<file path="config.mk">
export PLATFORM = sky130hd
export DESIGN_NAME = rx_frame_receiver
export DESIGN_NICKNAME = d
export VERILOG_FILES = /design/src/rtl/rx_pkg.sv /design/src/rtl/rx_fifo.sv /design/src/rtl/rx_frame_receiver.sv
export SDC_FILE = /design/constraint.sdc
export NUM_CORES = 1
export LEC_CHECK = 0
export CAP_MARGIN = 20
export CORE_ASPECT_RATIO = 1.25
export CORE_UTILIZATION = 27
export DETAILED_ROUTE_END_ITERATION = 10
export HOLD_SLACK_MARGIN = 0.1
export PLACE_DENSITY_LB_ADDON = 0.1
export SETUP_SLACK_MARGIN = 0.05
export SLEW_MARGIN = 25
export SYNTH_ARGS = -nofsm -noshare
export SYNTH_HDL_FRONTEND = slang
export SYNTH_SLANG_ARGS = --single-unit
export TNS_END_PERCENT = 50
</file>
<file path="constraint.sdc">
create_clock -name clk -period 2.5 [get_ports clk]
set_clock_uncertainty 0.15 [all_clocks]
set_input_delay 0.5 -clock clk [delete_from_list [all_inputs] [get_ports clk]]
set_output_delay 0.5 -clock clk [all_outputs]
set_load 0.005 [all_outputs]
</file>
<file path="src/rtl/rx_pkg.sv">
// Shared types and constants for the serial frame receiver.
package rx_pkg;

  localparam int RX_IO_BITS           = 2;
  localparam int RX_PAYLOAD_BITS      = 16;
  localparam int RX_SYMBOLS_PER_FRAME = RX_PAYLOAD_BITS / RX_IO_BITS;

  localparam logic [RX_IO_BITS-1:0] RX_IDLE_SYMBOL = 2'b11;

  typedef enum logic [1:0] {
    IDLE,
    DATA,
    PARITY,
    STOP
  } rx_state_e;

endpackage

</file>
<file path="src/rtl/rx_fifo.sv">
// Synchronous FIFO; a push into a full FIFO succeeds only alongside a pop.
// While empty, the head output holds the last word popped (0 after reset).
module rx_fifo #(
  parameter int WIDTH = 16,
  parameter int DEPTH = 2
) (
  input  logic             clk,
  input  logic             rst_n,
  input  logic             i_push,
  input  logic [WIDTH-1:0] i_data,
  input  logic             i_pop,
  output logic [WIDTH-1:0] o_data,
  output logic             o_full,
  output logic             o_empty
);

  localparam int AW = (DEPTH > 1) ? $clog2(DEPTH) : 1;
  localparam int CW = $clog2(DEPTH + 1);

  logic [WIDTH-1:0] r_mem [DEPTH];
  logic [WIDTH-1:0] r_last;
  logic [AW-1:0]    r_wr_ptr;
  logic [AW-1:0]    r_rd_ptr;
  logic [CW-1:0]    r_count;
  logic             w_do_push;
  logic             w_do_pop;

  function automatic logic [AW-1:0] next_ptr(input logic [AW-1:0] p);
    return (p == AW'(DEPTH - 1)) ? '0 : p + 1'b1;
  endfunction

  assign o_full    = (r_count == CW'(DEPTH));
  assign o_empty   = (r_count == '0);
  assign w_do_pop  = i_pop && !o_empty;
  assign w_do_push = i_push && (!o_full || w_do_pop);
  assign o_data    = o_empty ? r_last : r_mem[r_rd_ptr];

  // NOTE: storage is not reset; an empty FIFO never exposes it, so reset would only cost flops.
  always_ff @(posedge clk) begin
    if (w_do_push) r_mem[r_wr_ptr] <= i_data;
  end

  always_ff @(posedge clk) begin
    if (!rst_n) begin
      r_wr_ptr <= '0;
      r_rd_ptr <= '0;
      r_count  <= '0;
      r_last   <= '0;
    end else begin
      if (w_do_push) r_wr_ptr <= next_ptr(r_wr_ptr);
      if (w_do_pop) begin
        r_rd_ptr <= next_ptr(r_rd_ptr);
        r_last   <= r_mem[r_rd_ptr];
      end
      r_count <= r_count + CW'(w_do_push) - CW'(w_do_pop);
    end
  end

endmodule

</file>
<file path="src/rtl/rx_frame_receiver.sv">
// Deserializes 2-bit serial frames into payload words and buffers them in rx_fifo.
// Build option: define RX_PARITY_EN to insert an even-parity symbol before stop.
module rx_frame_receiver
  import rx_pkg::*;
#(
  parameter int IO_BITS      = RX_IO_BITS,
  parameter int PAYLOAD_BITS = RX_PAYLOAD_BITS,
  parameter int DEPTH        = 2
) (
  input  logic                    clk,
  input  logic                    rst_n,
  input  logic [IO_BITS-1:0]      rx_pins,
  output logic [PAYLOAD_BITS-1:0] out_data,
  output logic                    out_valid,
  input  logic                    out_ready,
  output logic                    frame_err,
  output logic                    overflow,
  input  logic                    clear_ovf,
  output logic                    busy
);

  localparam int SYMS = PAYLOAD_BITS / IO_BITS;
  localparam int SW   = (SYMS > 1) ? $clog2(SYMS) : 1;

  rx_state_e               r_state;
  rx_state_e               w_next_state;
  logic [SW-1:0]           r_sym_cnt;
  logic [PAYLOAD_BITS-1:0] r_shift;
  logic                    r_frame_err;
  logic                    r_overflow;
  logic                    w_last_sym;
  logic                    w_par_err;
  logic                    w_stop_ok;
  logic                    w_good;
  logic                    w_bad;
  logic                    w_pop;
  logic                    w_push;
  logic                    w_full;
  logic                    w_empty;

  assign w_last_sym = (r_sym_cnt == SW'(SYMS - 1));

  always_comb begin
    w_next_state = r_state;
    unique case (r_state)
      IDLE:   if (!rx_pins[0]) w_next_state = DATA;
`ifdef RX_PARITY_EN
      DATA:   if (w_last_sym) w_next_state = PARITY;
`else
      DATA:   if (w_last_sym) w_next_state = STOP;
`endif
      PARITY: w_next_state = STOP;
      STOP:   w_next_state = IDLE;
      default: w_next_state = IDLE;
    endcase
  end

  // NOTE: every sequential block uses non-blocking assignments so all registers see pre-edge values.
  always_ff @(posedge clk) begin
    if (!rst_n) begin
      r_state   <= IDLE;
      r_sym_cnt <= '0;
      r_shift   <= '0;
    end else begin
      r_state <= w_next_state;
      if (r_state == DATA) begin
        r_sym_cnt <= r_sym_cnt + 1'b1;
        r_shift   <= {rx_pins, r_shift[PAYLOAD_BITS-1:IO_BITS]};
      end else begin
        r_sym_cnt <= '0;
      end
    end
  end

`ifdef RX_PARITY_EN
  logic r_par_err;

  // Every frame passes through PARITY before STOP, so this is always fresh at the stop sample.
  always_ff @(posedge clk) begin
    if (!rst_n) begin
      r_par_err <= 1'b0;
    end else if (r_state == PARITY) begin
      r_par_err <= (rx_pins[0] != ^r_shift) || !rx_pins[1];
    end
  end

  assign w_par_err = r_par_err;
`else
  assign w_par_err = 1'b0;
`endif

  assign w_stop_ok = (rx_pins == RX_IDLE_SYMBOL) && !w_par_err;
  assign w_good    = (r_state == STOP) && w_stop_ok;
  assign w_bad     = (r_state == STOP) && !w_stop_ok;
  assign w_pop     = out_valid && out_ready;
  assign w_push    = w_good && (!w_full || w_pop);

  always_ff @(posedge clk) begin
    if (!rst_n) begin
      r_frame_err <= 1'b0;
      r_overflow  <= 1'b0;
    end else begin
      r_frame_err <= w_bad;
      if (w_good && w_full && !w_pop) r_overflow <= 1'b1;
      else if (clear_ovf)             r_overflow <= 1'b0;
    end
  end

  rx_fifo #(
    .WIDTH (PAYLOAD_BITS),
    .DEPTH (DEPTH)
  ) u_fifo (
    .clk     (clk),
    .rst_n   (rst_n),
    .i_push  (w_push),
    .i_data  (r_shift),
    .i_pop   (w_pop),
    .o_data  (out_data),
    .o_full  (w_full),
    .o_empty (w_empty)
  );

  assign out_valid = !w_empty;
  assign frame_err = r_frame_err;
  assign overflow  = r_overflow;
  assign busy      = (r_state != IDLE);

endmodule

</file>
Word-level counts from Yosys, hierarchy flattened
Memories as Yosys holds them, arrays and structs flattened. A register that Yosys moved wholly into a read port is not among the register bits.
Index checks and enable logic that the tools add are counted.
W data, S select, Z words.

cells by class
  equal/unequal tests = 8
  $add $sub $neg = 5
  muxes and demuxes = 12
  reduce and logical (&&, ||, !) cells = 20

operators by type and width
  kind                   number
  $mux W16               1
  $eq A2 B2 Y1 const B   4
  $logic_and A1 B1 Y1    8
  $mux W1                8
  $pmux W2 S4            1
  $logic_not A1 Y1       4
  $logic_not A2 Y1       2
  $mux W2                2
  $ne A2 B2 Y1 const B   2
  $reduce_and A2 Y1      2
  $reduce_bool A2 Y1     2
  $add A3 B1 Y3 const B  1
  $eq A3 B3 Y1 const B   1
  $add A1 B1 Y1 const B  2
  $add A2 B1 Y2          1
  $eq A2 B1 Y1 const B   1
  $logic_or A1 B1 Y1     2
  $sub A2 B1 Y2          1

storage, ports and cells
  input bits = 6
  memories = 1
  memory bits (writable) = 32
  output and inout port bits = 20
  register bits = 43
  word-level logic and storage cells = 55

memories
  name          words  bits a word  rd ports  clocked after memory_dff  write ports  RTL line       RTL
  u_fifo.r_mem  2      16           1         1                         1            rx_fifo.sv:20  logic [WIDTH-1:0] r_mem [DEPTH];

Longest topological paths before layout
Gate-level depths: netlist (run 1).

  word-level depth = 8
  mapped depth = 7
  depth with buffers taken out = 5

Hierarchy
Synthesis (run 1) repeated with hierarchy kept, for this count alone.

unflattened totals
  cell total of the unflattened synthesis = 258
  area total of the unflattened synthesis = 3194.3 um2

by module, submodules not included
  module             cells an instance  area each (um2)  seq. area each (um2)  times used
  rx_fifo            169                2213.4           1381.3                1
  rx_frame_receiver  89                 980.9            460.4                 1

Worst setup path before layout (run 1)
Ideal clock, no wire load.

  path type = register to register
  start point = reg r_state[0]
  end point = mem u_fifo.r_mem[1][0], enable pin
  stages on the path, launching flop included = 4
  data required time = 1.937 ns
  setup time = 0.413 ns
  path slack = 0.007 ns
  clock period less this slack = 2.493 ns
  arrival = 1.931 ns
  buffers on the path = 0
  cells stage by stage = dfxtp_1 > ha_1 > nand3_2 > nor3b_1

between the ends
  cells in the longest elaborated chain, start to end = 6

RTL lines
  item                           RTL line                 RTL
  start, declared                rx_frame_receiver.sv:25  rx_state_e r_state;
  start signal, assigned         rx_frame_receiver.sv:65  r_state <= w_next_state;
  $eq A2 B2 Y1                   rx_frame_receiver.sv:93  assign w_good = (r_state == STOP) && w_stop_ok;
  $logic_and A1 B1 Y1            rx_frame_receiver.sv:93
  $logic_and A1 B1 Y1            rx_frame_receiver.sv:96  assign w_push = w_good && (!w_full || w_pop);
  $logic_and A1 B1 Y1            rx_fifo.sv:35            assign w_do_push = i_push && (!o_full || w_do_pop);
  $mux W1                        rx_fifo.sv:40            if (w_do_push) r_mem[r_wr_ptr] <= i_data;
  $mux W1 (implied by the code)  rx_fifo.sv:40
  end, declared                  rx_fifo.sv:20

No other way between the ends.

Worst setup path in the final report (run 1)
  start point = reg u_fifo.r_count[1]
  end point = out out_data[11]

between the ends
  cells in the longest elaborated chain, start to end = 2

RTL lines
  item                    RTL line                 RTL
  start, declared         rx_fifo.sv:24            logic [CW-1:0] r_count;
  start signal, assigned  rx_fifo.sv:55            r_count <= r_count + CW'(w_do_push) - CW'(w_do_pop);
  $logic_not A2 Y1        rx_fifo.sv:33            assign o_empty = (r_count == '0);
  $mux W16                rx_fifo.sv:36            assign o_data = o_empty ? r_last : r_mem[r_rd_ptr];
  end, declared           rx_frame_receiver.sv:13  output logic [PAYLOAD_BITS-1:0] out_data,

No other way between the ends.

==> impl_metrics.env, run 1 <==
export IMPL_start_util_pct=27.8
export IMPL_worstSetupPathType="reg -> out"
export IMPL_fp_dieW_um=95.5
export IMPL_ff_latch_area_mm2=0.00184
export IMPL_detail_route_wl_per_cell_um=14.1
export IMPL_path_cells="or2_4, a21oi_1, clkdlybuf4s50_1"
export IMPL_dpl_hpwl_mm=3.32
export IMPL_syn_nets=261
export IMPL_io_pins=26
export IMPL_route_detailed_drc=0
export IMPL_met1_length_mm=2.76
export IMPL_rsz0062_at_grt="true"
export IMPL_timing_hold_violations_final=0
export IMPL_cts_tree="built"
export IMPL_final_cell_mix="nor2_1, dfxtp_1, edfxtp_1"
export IMPL_post_cts_setup_buffers=0
export IMPL_core_mm2=0.0106
export IMPL_tightest_slew_ps=394
export IMPL_final_common_cell="nor2_1"
export IMPL_clk_pin_slew_worst_paths_ps=60
export IMPL_syn_inst=249
export IMPL_grt_pass1_vias=1809
export IMPL_fin_setup_tns_ps=0
export IMPL_internal_power_mw=3.26
export IMPL_pwr_share_seq_pct=33.5
export IMPL_gp_congestion=0.665
export IMPL_clock_path_buffers=2
export IMPL_cp_end_kind="output pin"
export IMPL_cts_sinks=76
export IMPL_dieArea_mm2=0.0114
export IMPL_post_route_min_period_ps=2380
export IMPL_numCtsBuffers=9
export IMPL_overflow=0
export IMPL_die_h_um=119
export IMPL_grt_max_degree=38
export IMPL_antennaDiodeCount=0
export IMPL_wl_met2_mm=2.75
export IMPL_vias_per_cell=4.41
export IMPL_dr_pass1_iters=4
export IMPL_path_max_fanout=16
export IMPL_ys_seq_elements=76
export IMPL_multi_input_comb_area_mm2=0.00106
export IMPL_vdd_drop_max_uv=324
export IMPL_dp_slack_ps=115
export IMPL_clk_latency_ps=330
export IMPL_highest_signal_layer="met4"
export IMPL_num_rows=42
export IMPL_synthDistinctLibCells=32
export IMPL_startpoint_type="flip-flop"
export IMPL_area_growth_pct=26.7
export IMPL_holdBufCountCts=0
export IMPL_p_sw_share_pct=29.8
export IMPL_grt_pass1_wl_mm=9.60
export IMPL_setup_ws_ps=116
export IMPL_syn_area_mm2=0.00295
export IMPL_finalPower_mw=4.64
export IMPL_slowest_stage="clkdlybuf4s50_1"
export IMPL_drive_gt1_share_pct=12.8
export IMPL_leakage_nw=1.30
export IMPL_finalMaxSlewViolations=0
export IMPL_postRouteAntennaNets=0
export IMPL_finalSetupViolCount=0
export IMPL_fmax_ghz=0.420
export IMPL_critPathBufInv=1
export IMPL_arrival_ps=1730
export IMPL_layout_nets=289
export IMPL_slowest_delay_ps=520
export IMPL_status="completed"
export IMPL_power_frac_comb_pct=39.3
export IMPL_postRouteWirelength_mm=5.82
export IMPL_grt_antenna_before_repair=0
export IMPL_yosysSeqAreaShare_pct=62.4
export IMPL_maxCapViolCount=0
export IMPL_maxSlewHeadroom_pct=73.7
export IMPL_port_buffers=25
export IMPL_final_cells=414
export IMPL_cts_root_buf="clkbuf_16"
export IMPL_drt_iter0_drc=54
export IMPL_period_share_pct=95.3
export IMPL_yosys_warnings=0
export IMPL_p_switching_mw=1.38
export IMPL_hold_class="reg -> reg"
export IMPL_dp_cells=396
export IMPL_met3_length_um=155
export IMPL_cp_required_ps=1850
export IMPL_pwr_share_clk_pct=27.2
export IMPL_path_delay_family="buffers and inverters"
export IMPL_power_density_mw_per_mm2=1240
export IMPL_htreeDepth=3
export IMPL_fillCellCount=1063
export IMPL_vias=1826
export IMPL_grt_total_usage_pct=11.6
export IMPL_avgSynthCellArea_um2=11.8
## metal layers
metal  vias up  GRT usage, %
met1       850          14.4
met2        24          18.3
met5         -             0
li1        941             -
met3        11          2.17
met4         0          7.00
## cells by family (layout without fill, tap and decap cells)
group	count (synthesis)	after routing	share of synthesized area [%]
AO/OA/AOI/OAI	44	44	9.50
XOR/XNOR	2	2	0.594
buffers and inverters	22	53	3.65
flip-flops	76	76	62.4
multiplexers	32	32	10.9
adder cells (fa/ha/maj)	6	6	2.54
AND/OR/NAND/NOR	67	69	10.4
## what timing repair did
| action | in CTS | in global routing |
|---|---|---|
| gates resized for setup | 6 | 5 |
| pin swaps | 1 | 0 |
| setup endpoints to repair | 17 | 8 |
| cloned | 2 | 0 |
## flip-flops by register name, indices dropped and copies added, names as in the netlist, named ones only
name / count
u_fifo.r_count: 2
u_fifo.r_mem: 32
r_sym_cnt: 3
r_shift: 16
u_fifo.r_wr_ptr: 1
u_fifo.r_rd_ptr: 1
u_fifo.r_last: 16
r_state: 2
overflow: 1
frame_err: 1
## power by group through the flow
stage,Combinational (mW),Clock [mW],Sequential (mW)
finish,1.82,1.26,1.56
floorplan,0.992,0,1.54
detailed placement,1.74,0,1.56
global route,2.05,1.35,1.57
CTS,1.84,1.30,1.56
global placement,1.72,0,1.56
## through the flow
step                      utilization, %  hold WS, ps  area (um^2)
final                               35.2          268         3740
after global routing                35.2          286         3740
after CTS                           35.0          272         3710
after detailed placement            31.9          260         3390
after global placement              31.9          259         3390
after floorplan                        -          246         2960
## Yosys cell counts (all sizes together)
| cell | instances | area (um^2) |
|---|---|---|
| buf | 12 | 66.3 |
| dfxtp | 44 | 881 |
| o31ai | 1 | 7.51 |
| nand3 | 1 | 10.0 |
| a211oi | 17 | 128 |
| or2 | 1 | 6.26 |
| nor2 | 51 | 191 |
| o311a | 1 | 10.0 |
| and3 | 2 | 12.5 |
| nor2b | 1 | 6.26 |
| o21a | 4 | 30.0 |
| o21ai | 2 | 10.0 |
| or4 | 1 | 7.51 |
| edfxtp | 32 | 961 |
| xnor2 | 1 | 8.76 |
| xor2 | 1 | 8.76 |
| nand2 | 1 | 3.75 |
| clkbuf | 4 | 18.8 |
| nor3 | 3 | 15.0 |
| ha | 6 | 75.1 |
| mux2i | 32 | 320 |
| nor3b | 2 | 26.3 |
| inv | 6 | 22.5 |
| nand2b | 1 | 6.26 |
| and2 | 1 | 7.51 |
| nand4 | 1 | 6.26 |
| or3b | 1 | 8.76 |
| a21oi | 19 | 95.1 |
## layout make-up
cell class	count	area share, %
inverter	6	0.603
clock buffer	16	8.07
multi-input combinational	153	28.3
timing repair buffer	31	9.24
sequential	76	49.3
tap	132	4.42
## final timing paths
kind,from,end,slack [ps],depth (start not counted)
worst min-delay path,r_sym_cnt[0],r_sym_cnt[0],270,1
worst max-delay path,u_fifo.r_count[1],out_data[11],120,3
worst min register to register,r_sym_cnt[0],r_sym_cnt[0],270,1
worst max register to register,u_fifo.r_count[0],u_fifo.r_count[1],660,4
Power figures use the tool's default switching activity.
==> run 2: changes to the inputs <==
--- a/config.mk
+++ b/config.mk
@@ -8,6 +8,7 @@
 export CAP_MARGIN = 20
 export CORE_ASPECT_RATIO = 1.25
 export CORE_UTILIZATION = 27
+export CTS_CLUSTER_DIAMETER = 150
 export DETAILED_ROUTE_END_ITERATION = 10
 export HOLD_SLACK_MARGIN = 0.1
 export PLACE_DENSITY_LB_ADDON = 0.1
==> results of run 2 <==
Same layout as run 1: the final DEF is identical, and so are final timing and power.
==> run 3: changes to the inputs <==
--- a/config.mk
+++ b/config.mk
@@ -7,7 +7,7 @@
 export LEC_CHECK = 0
 export CAP_MARGIN = 20
 export CORE_ASPECT_RATIO = 1.25
-export CORE_UTILIZATION = 27
+export CORE_UTILIZATION = 25
 export CTS_CLUSTER_DIAMETER = 150
 export DETAILED_ROUTE_END_ITERATION = 10
 export HOLD_SLACK_MARGIN = 0.1
==> run 3 against run 2 <==
  * Power shrank 0.66%
  * Die area grew 7.8%
  * Non-clock buffer count up 1
  * Final cell count grew 1.9%
  * Global-route usage is 1.1 points lower
  * Count of clock-buffer cells in the layout down 2
  * Flip-flop and latch count stayed put
  * Critical path depth stayed put
  * Sequential power is essentially flat
  * Largest power group unchanged
  * Clock power down 3%
  * Worst setup slack worse by 33 ps
  * Highest routed layer unchanged
==> impl_metrics.env, run 3 (same netlist as run 1, synthesis figures left out) <==
export IMPL_finalMaxSlewViolations=0
export IMPL_cp_end_kind="output pin"
export IMPL_core_mm2=0.0116
export IMPL_clk_pin_slew_worst_paths_ps=60
export IMPL_dr_pass1_iters=4
export IMPL_critPathBufInv=1
export IMPL_cts_root_buf="clkbuf_16"
export IMPL_path_delay_family="buffers and inverters"
export IMPL_tightest_slew_ps=413
export IMPL_clock_path_buffers=2
export IMPL_overflow=0
export IMPL_layout_nets=291
export IMPL_finalSetupViolCount=0
export IMPL_cts_tree="built"
export IMPL_fmax_ghz=0.414
export IMPL_fp_dieW_um=99.2
export IMPL_num_rows=44
export IMPL_dpl_hpwl_mm=3.28
export IMPL_numCtsBuffers=9
export IMPL_period_share_pct=96.7
export IMPL_fin_setup_tns_ps=0
export IMPL_grt_pass1_vias=1702
export IMPL_path_max_fanout=16
export IMPL_timing_hold_violations_final=0
export IMPL_path_cells="or2_4, a21oi_1, clkdlybuf4s50_1"
export IMPL_largest_register="u_fifo.r_mem"
export IMPL_vias=1842
export IMPL_maxCapViolCount=0
export IMPL_start_util_pct=25.5
export IMPL_post_route_min_period_ps=2420
export IMPL_area_growth_pct=25.7
export IMPL_hold_worst_slack_ps=267
export IMPL_htreeDepth=3
export IMPL_gp_congestion=0.639
export IMPL_startpoint_type="flip-flop"
export IMPL_power_density_mw_per_mm2=1240
export IMPL_cp_required_ps=1850
export IMPL_vias_per_cell=4.36
export IMPL_rsz0062_at_grt="true"
export IMPL_hold_class="reg -> reg"
export IMPL_postRouteWirelength_mm=5.99
export IMPL_largestRegisters="u_fifo.r_mem x32, r_shift x16, u_fifo.r_last x16"
export IMPL_leakage_nw=1.29
export IMPL_drive_gt1_share_pct=11.6
export IMPL_fillCellCount=1174
export IMPL_cts_sinks=76
export IMPL_drt_iter0_drc=64
export IMPL_status="completed"
export IMPL_route_detailed_drc=0
export IMPL_dieArea_mm2=0.0122
export IMPL_slowest_stage="clkdlybuf4s50_1"
export IMPL_final_cell_mix="nor2_1, dfxtp_1, edfxtp_1"
export IMPL_grt_pass1_wl_mm=9.36
export IMPL_final_common_cell="nor2_1"
export IMPL_holdBufCountCts=0
export IMPL_slowest_delay_ps=520
export IMPL_worstSetupPathType="reg -> out"
export IMPL_postRouteAntennaNets=0
export IMPL_maxSlewHeadroom_pct=72.5
export IMPL_grt_max_degree=38
export IMPL_setup_ws_ps=83.1
export IMPL_antennaDiodeCount=0
export IMPL_grt_antenna_before_repair=0
export IMPL_largest_reg_flops=32
export IMPL_grt_total_usage_pct=10.5
export IMPL_post_cts_setup_buffers=0
export IMPL_detail_route_wl_per_cell_um=14.2
export IMPL_port_buffers=25
export IMPL_clk_latency_ps=320
export IMPL_dp_slack_ps=108
export IMPL_arrival_ps=1770
export IMPL_vdd_drop_max_uv=342
export IMPL_fin_util_pct=32.1
export IMPL_die_h_um=123
export IMPL_io_pins=26
-- run 3: through the flow --
step                      total power, mW  cell area, um^2  cells
after floorplan                      2.53             2960    249
after global placement               3.28             3390    403
after detailed placement             3.30             3390    403
after CTS                            4.66             3690    421
after global routing                 4.93             3710    422
final                                4.61             3710    422
-- run 3: worst paths after layout --
path                     start                end  slack [ps]  cells past startpoint
max reg2reg  u_fifo.r_count[0]  u_fifo.r_count[1]         700                      4
max          u_fifo.r_count[0]        out_data[9]          80                      3
min               r_sym_cnt[0]       r_sym_cnt[0]         270                      1
min reg2reg       r_sym_cnt[0]       r_sym_cnt[0]         270                      1
-- run 3: metal layers --
layer	GRT usage, %	vias up	routed length (um)
li1	-	947	-
met1	12.9	862	2830
met2	17.0	25	2910
met3	2.43	8	128
met4	6.07	0	124
met5	0	-	0
-- run 3: where the power goes --
group          switching (mW)  leakage, nW  internal [mW]
logic                   0.823        0.499           1.00
clock network           0.451        0.135          0.773
registers               0.115        0.653           1.45
-- run 3: final cells by class --
class / count / area [um^2] / share of cell area, %
timing repair buffer: 32 / 340 / 9.18
clock inverter: 2 / 35.0 / 0.945
tap: 138 / 173 / 4.66
sequential: 76 / 1840 / 49.7
multi-input combinational: 154 / 1050 / 28.3
clock buffer: 14 / 244 / 6.58
inverter: 6 / 22.5 / 0.607
-- run 3: timing repair --
| action | CTS | global route |
|---|---|---|
| pin swaps | 1 | 2 |
| cloned | 2 | 1 |
| setup endpoints to repair | 17 | 6 |
| resized for setup | 5 | 3 |
